### config.mk
export PLATFORM = sky130hd
export DESIGN_NAME = dot_result_fifo
export DESIGN_NICKNAME = d
export VERILOG_FILES = /design/src/rtl/dot_pkg.sv /design/src/rtl/dot_fifo_mem.sv /design/src/rtl/dot_result_fifo.sv
export SDC_FILE = /design/constraint.sdc
export NUM_CORES = 1
export LEC_CHECK = 0
export ABC_AREA = 1
export CORE_MARGIN = 1.5
export CORE_UTILIZATION = 40
export CTS_CLUSTER_DIAMETER = 200
export DETAILED_ROUTE_END_ITERATION = 10
export PLACE_DENSITY_LB_ADDON = 0.25
export SKIP_LAST_GASP = 1
export SYNTH_ARGS = -nofsm -noshare
export SYNTH_HDL_FRONTEND = slang
export SYNTH_SLANG_ARGS = --single-unit
export TNS_END_PERCENT = 30
### constraint.sdc
create_clock -name clk -period 1.7 [get_ports clk]
set_input_delay 0.34 -clock clk [delete_from_list [all_inputs] [get_ports clk]]
set_output_delay 0.34 -clock clk [all_outputs]
set_load 0.02 [all_outputs]
### src/rtl/dot_pkg.sv
// Shared constants and result type for the dot-product result path.
package dot_pkg;

  localparam int unsigned DOT_W     = 18;
  localparam int unsigned DOT_DEPTH = 4;

  typedef logic [DOT_W-1:0] dot_res_t;

endpackage : dot_pkg

### src/rtl/dot_fifo_mem.sv
// DEPTH x W register array: one synchronous write port, one asynchronous read port.
module dot_fifo_mem
  import dot_pkg::*;
#(
  parameter int unsigned DEPTH = DOT_DEPTH,
  parameter int unsigned W     = DOT_W
) (
  input  logic                     clk,
  input  logic                     we,
  input  logic [$clog2(DEPTH)-1:0] waddr,
  input  logic [W-1:0]             wdata,
  input  logic [$clog2(DEPTH)-1:0] raddr,
  output logic [W-1:0]             rdata
);

  logic [W-1:0] mem_q [DEPTH];

  // Storage is intentionally not reset; the read side masks empty entries.
  always_ff @(posedge clk) begin
    if (we) begin
      mem_q[waddr] <= wdata;
    end
  end

  assign rdata = mem_q[raddr];

endmodule : dot_fifo_mem

### src/rtl/dot_result_fifo.sv
// Show-ahead result FIFO behind the dot-product engine; drops the post-reset strobe.
// Optional running unsigned maximum of accepted results under DOT_RESULT_MAX_EN.
module dot_result_fifo
  import dot_pkg::*;
#(
  parameter int unsigned DEPTH = DOT_DEPTH,
  parameter int unsigned W     = DOT_W
) (
  input  logic                   clk,
  input  logic                   resetn,
  input  logic [W-1:0]           din,
  input  logic                   run,
  output logic [W-1:0]           dout,
  output logic                   valid,
  input  logic                   ready,
  output logic [$clog2(DEPTH):0] count,
  output logic                   overflow
`ifdef DOT_RESULT_MAX_EN
  ,
  output logic [W-1:0]           max_out
`endif
);

  localparam int unsigned AW = $clog2(DEPTH);
  localparam int unsigned CW = AW + 1;

  logic [AW-1:0] rd_ptr_q, rd_ptr_d;
  logic [AW-1:0] wr_ptr_q, wr_ptr_d;
  logic [CW-1:0] count_q, count_d;
  logic          overflow_q, overflow_d;
  logic          armed_q, armed_d;

  logic          push;
  logic          pop;
  logic          full;
  logic          do_write;
  logic [W-1:0]  rdata;

`ifdef DOT_RESULT_MAX_EN
  logic [W-1:0]  max_q, max_d;
`endif

  dot_fifo_mem #(
    .DEPTH (DEPTH),
    .W     (W)
  ) u_mem (
    .clk   (clk),
    .we    (do_write),
    .waddr (wr_ptr_q),
    .wdata (din),
    .raddr (rd_ptr_q),
    .rdata (rdata)
  );

  // Pointer, occupancy and flag next-state; a pop frees the slot a same-cycle push uses.
  always_comb begin
    rd_ptr_d   = rd_ptr_q;
    wr_ptr_d   = wr_ptr_q;
    count_d    = count_q;
    overflow_d = overflow_q;
    armed_d    = 1'b1;
`ifdef DOT_RESULT_MAX_EN
    max_d      = max_q;
`endif

    push     = run & armed_q;
    pop      = valid & ready;
    full     = (count_q == CW'(DEPTH));
    do_write = push & (~full | pop);

    if (do_write) begin
      wr_ptr_d = wr_ptr_q + AW'(1);
    end
    if (pop) begin
      rd_ptr_d = rd_ptr_q + AW'(1);
    end

    case ({do_write, pop})
      2'b10:   count_d = count_q + CW'(1);
      2'b01:   count_d = count_q - CW'(1);
      default: count_d = count_q;
    endcase

    if (push && full && !pop) begin
      overflow_d = 1'b1;
    end

`ifdef DOT_RESULT_MAX_EN
    if (do_write && (din > max_q)) begin
      max_d = din;
    end
`endif
  end

  always_ff @(posedge clk) begin
    if (!resetn) begin
      rd_ptr_q   <= '0;
      wr_ptr_q   <= '0;
      count_q    <= '0;
      overflow_q <= 1'b0;
      armed_q    <= 1'b0;
`ifdef DOT_RESULT_MAX_EN
      max_q      <= '0;
`endif
    end else begin
      rd_ptr_q   <= rd_ptr_d;
      wr_ptr_q   <= wr_ptr_d;
      count_q    <= count_d;
      overflow_q <= overflow_d;
      armed_q    <= armed_d;
`ifdef DOT_RESULT_MAX_EN
      max_q      <= max_d;
`endif
    end
  end

  assign valid    = (count_q != '0);
  assign dout     = valid ? rdata : '0;
  assign count    = count_q;
  assign overflow = overflow_q;
`ifdef DOT_RESULT_MAX_EN
  assign max_out  = max_q;
`endif

endmodule : dot_result_fifo

==> out/qor.yml <==
sta:
  worst_pin_slew_ps: 247.7
  skew_ps: 7.547
  fin_setup_tns_ps: -1497
  rsz0062_at_grt: "true"
  setup_ws_ps: -118.6
  finalSetupViolCount: 22
  fmaxAchievable_ghz: 0.5499
  min_period_over_period_pct: 107.0
  slew_headroom_pct: 83.44
  finalHoldViolCount: 0
  whs_ps: 474.1
  final_max_slew_viol_count: 0
  fin_crit_ps: 1819
detailed_routing:
  drc_errors: 0
  ant_nets: 0
  drt_iter0_markers: 89
  dr.pass1.iters: 4
  avgViaCountPerCell: 4.836
  finalWirelength_um: 6718
  routedWlPerCell_um: 14.32
  vias: 2268
setup_path:
  cp.arrival_ps: 1480
  crit_type: "flip-flop to primary output"
  cp.required_ps: 1360
  critPathCaptureType: "primary output"
  worstSetupStartpointType: "flip-flop"
  path_max_fanout: 16
die:
  core_area_mm2: 0.008134
  start_util_pct: 41.02
  rows: 33
  die_h_um: 94.34
  die_w_um: 94.34
  dieArea_mm2: 0.008899
  io_pins: 45
final_layout:
  diodes: 0
  layout_commonest_cell: "nor2_1"
  fin_cells: 469
  multi_input_area_um2: 845.8
  num-fill-cells: 699
  post-route-util_pct: 53.67
  layout-drive-gt1-share_pct: 24.18
  area_delta_synth_final_pct: 30.82
  layout_common_cells: "78 x nor2_1, 72 x edfxtp_1, 36 x buf_4, 25 x clkdlybuf4s50_1, 23 x a21oi_1"
  regArea_mm2: 0.002390
  finalInstanceArea_mm2: 0.004365
  nNetsFinal: 386
global_routing:
  grt_pass1_wl_um: 10680
  grt_max_degree: 19
  grt_pass1_vias: 2200
  gr-total-overflow: 0
  antenna_found_initial: 0
  track_usage_pct: 16.22
status:
  status: "finished with violations"
  violations: "setup timing"
cts:
  cts_hold_buffers: 0
  clkLatencyLatePin_ps: 350
  cts_max_path_buffers: 2
  cts_max_level: 3
  cts.sink_count: 83
  numCtsBuffers: 9
  path_clk_slew_ps: 80
  cts_setup_buffers: 0
  cts_tree: "built"
  root_buffer: "clkbuf_8"
run:
  max_cap_viol_count: 0
pwr:
  peakVddDrop_mv: 0.5224
  power_mw: 5.578
  p_per_area_mw_per_mm2: 1278
  power_leakage_nw: 1.630
place:
  dpl-instance-area_mm2: 0.004163
  place.gp.congestion: 0.8282
  place_ws_ps: -331.8
  dp_cells: 453
  place.detailed.hpwl_um: 4389
  port-buffer-count: 44
logic_synthesis:
  syn_nets: 308
  synth-seq-area-share_pct: 71.39
  ys_ff_latch: 83
  syn_area_mm2: 0.003337
  syn_avg_cell_area_um2: 11.88
  synth.yosys.warnings: 0
  synthCells: 281
  synth_cell_type_count: 24
worst_hold_path:
  hold_class: "flip-flop to flip-flop"
## cell type report
type | instances | share of cell area [%]
sequential | 83 | 54.74
multi-input combinational | 171 | 19.38
timing repair buffer | 78 | 15.85
tap | 105 | 3.009
clock buffer | 10 | 2.923
clock inverter | 6 | 2.608
inverter | 16 | 1.490
## synth_stat cells
cell type	number	area share, %
a21oi_1	23	3.4
a31o_2	1	0.26
and2_4	1	0.26
and3_1	1	0.19
buf_2	6	0.90
buf_4	3	0.67
clkbuf_1	1	0.11
clkbuf_2	1	0.15
dfxtp_1	11	6.6
edfxtp_1	72	65
fa_1	1	0.60
ha_1	4	1.5
inv_1	10	1.1
inv_2	6	0.67
nand2_1	4	0.45
nand2_2	2	0.37
nand2_4	3	1.0
nand3_1	5	0.75
nand4_1	2	0.37
nor2_1	83	9.3
nor2_4	1	0.34
o21a_1	1	0.23
o21ai_0	19	2.8
o21ai_1	20	3.0
## flip-flops by register name, indices dropped and copies added (netlist names), named ones only
| signal | count |
|---|---|
| overflow | 1 |
| u_mem.mem_q | 72 |
| rd_ptr_q | 2 |
| wr_ptr_q | 2 |
| armed_q | 1 |
| count | 3 |
## kinds of logic after synthesis
kind of cell / Yosys count / share of synthesized area, %
AO/OA/AOI/OAI: 64 / 9.786
adder cells (fa/ha/maj): 5 / 2.100
buffers and inverters: 27 / 3.637
flip-flops: 83 / 71.39
AND/OR/NAND/NOR: 102 / 13.09
## power by group
group          total [mW]  switching, mW  leakage (nW)  internal, mW
logic                1.55          0.901         0.772         0.647
clock network        1.68          0.697         0.113         0.978
registers            2.35         0.0537         0.746          2.30
## worst paths after layout
path / from / endpoint / slack, ps / cells after the start
max: flip-flop / dout[6] / -120 / 6
min: overflow / overflow / 470 / 1
max reg2reg: count[2] / count[2] / -50 / 11
min reg2reg: overflow / overflow / 470 / 1
## metal layers
metal  vias up  share of wire, %  global-route usage [%]
met5         -                 0                       0
met4         0               1.4                   8.085
met3         8               3.3                   2.738
met2        47                51                   26.92
met1      1082                44                   20.54
li1       1131                 -                       -
## critical path, cell delays in order (launching register included)
cell and delay, ps:
dfxtp_4 400, buf_12 150, nor2_1 50, nor2_1 70, o21ai_0 80, a21oi_1 200, buf_4 180
## what timing repair did
| item | in CTS | in global routing |
|---|---|---|
| pin swaps | 1 | 7 |
| resized for setup | 87 | 7 |
| setup endpoints to repair | 23 | 24 |
| endpoints found under the hold margin | 0 | 0 |
Power figures use the tool's default switching activity.
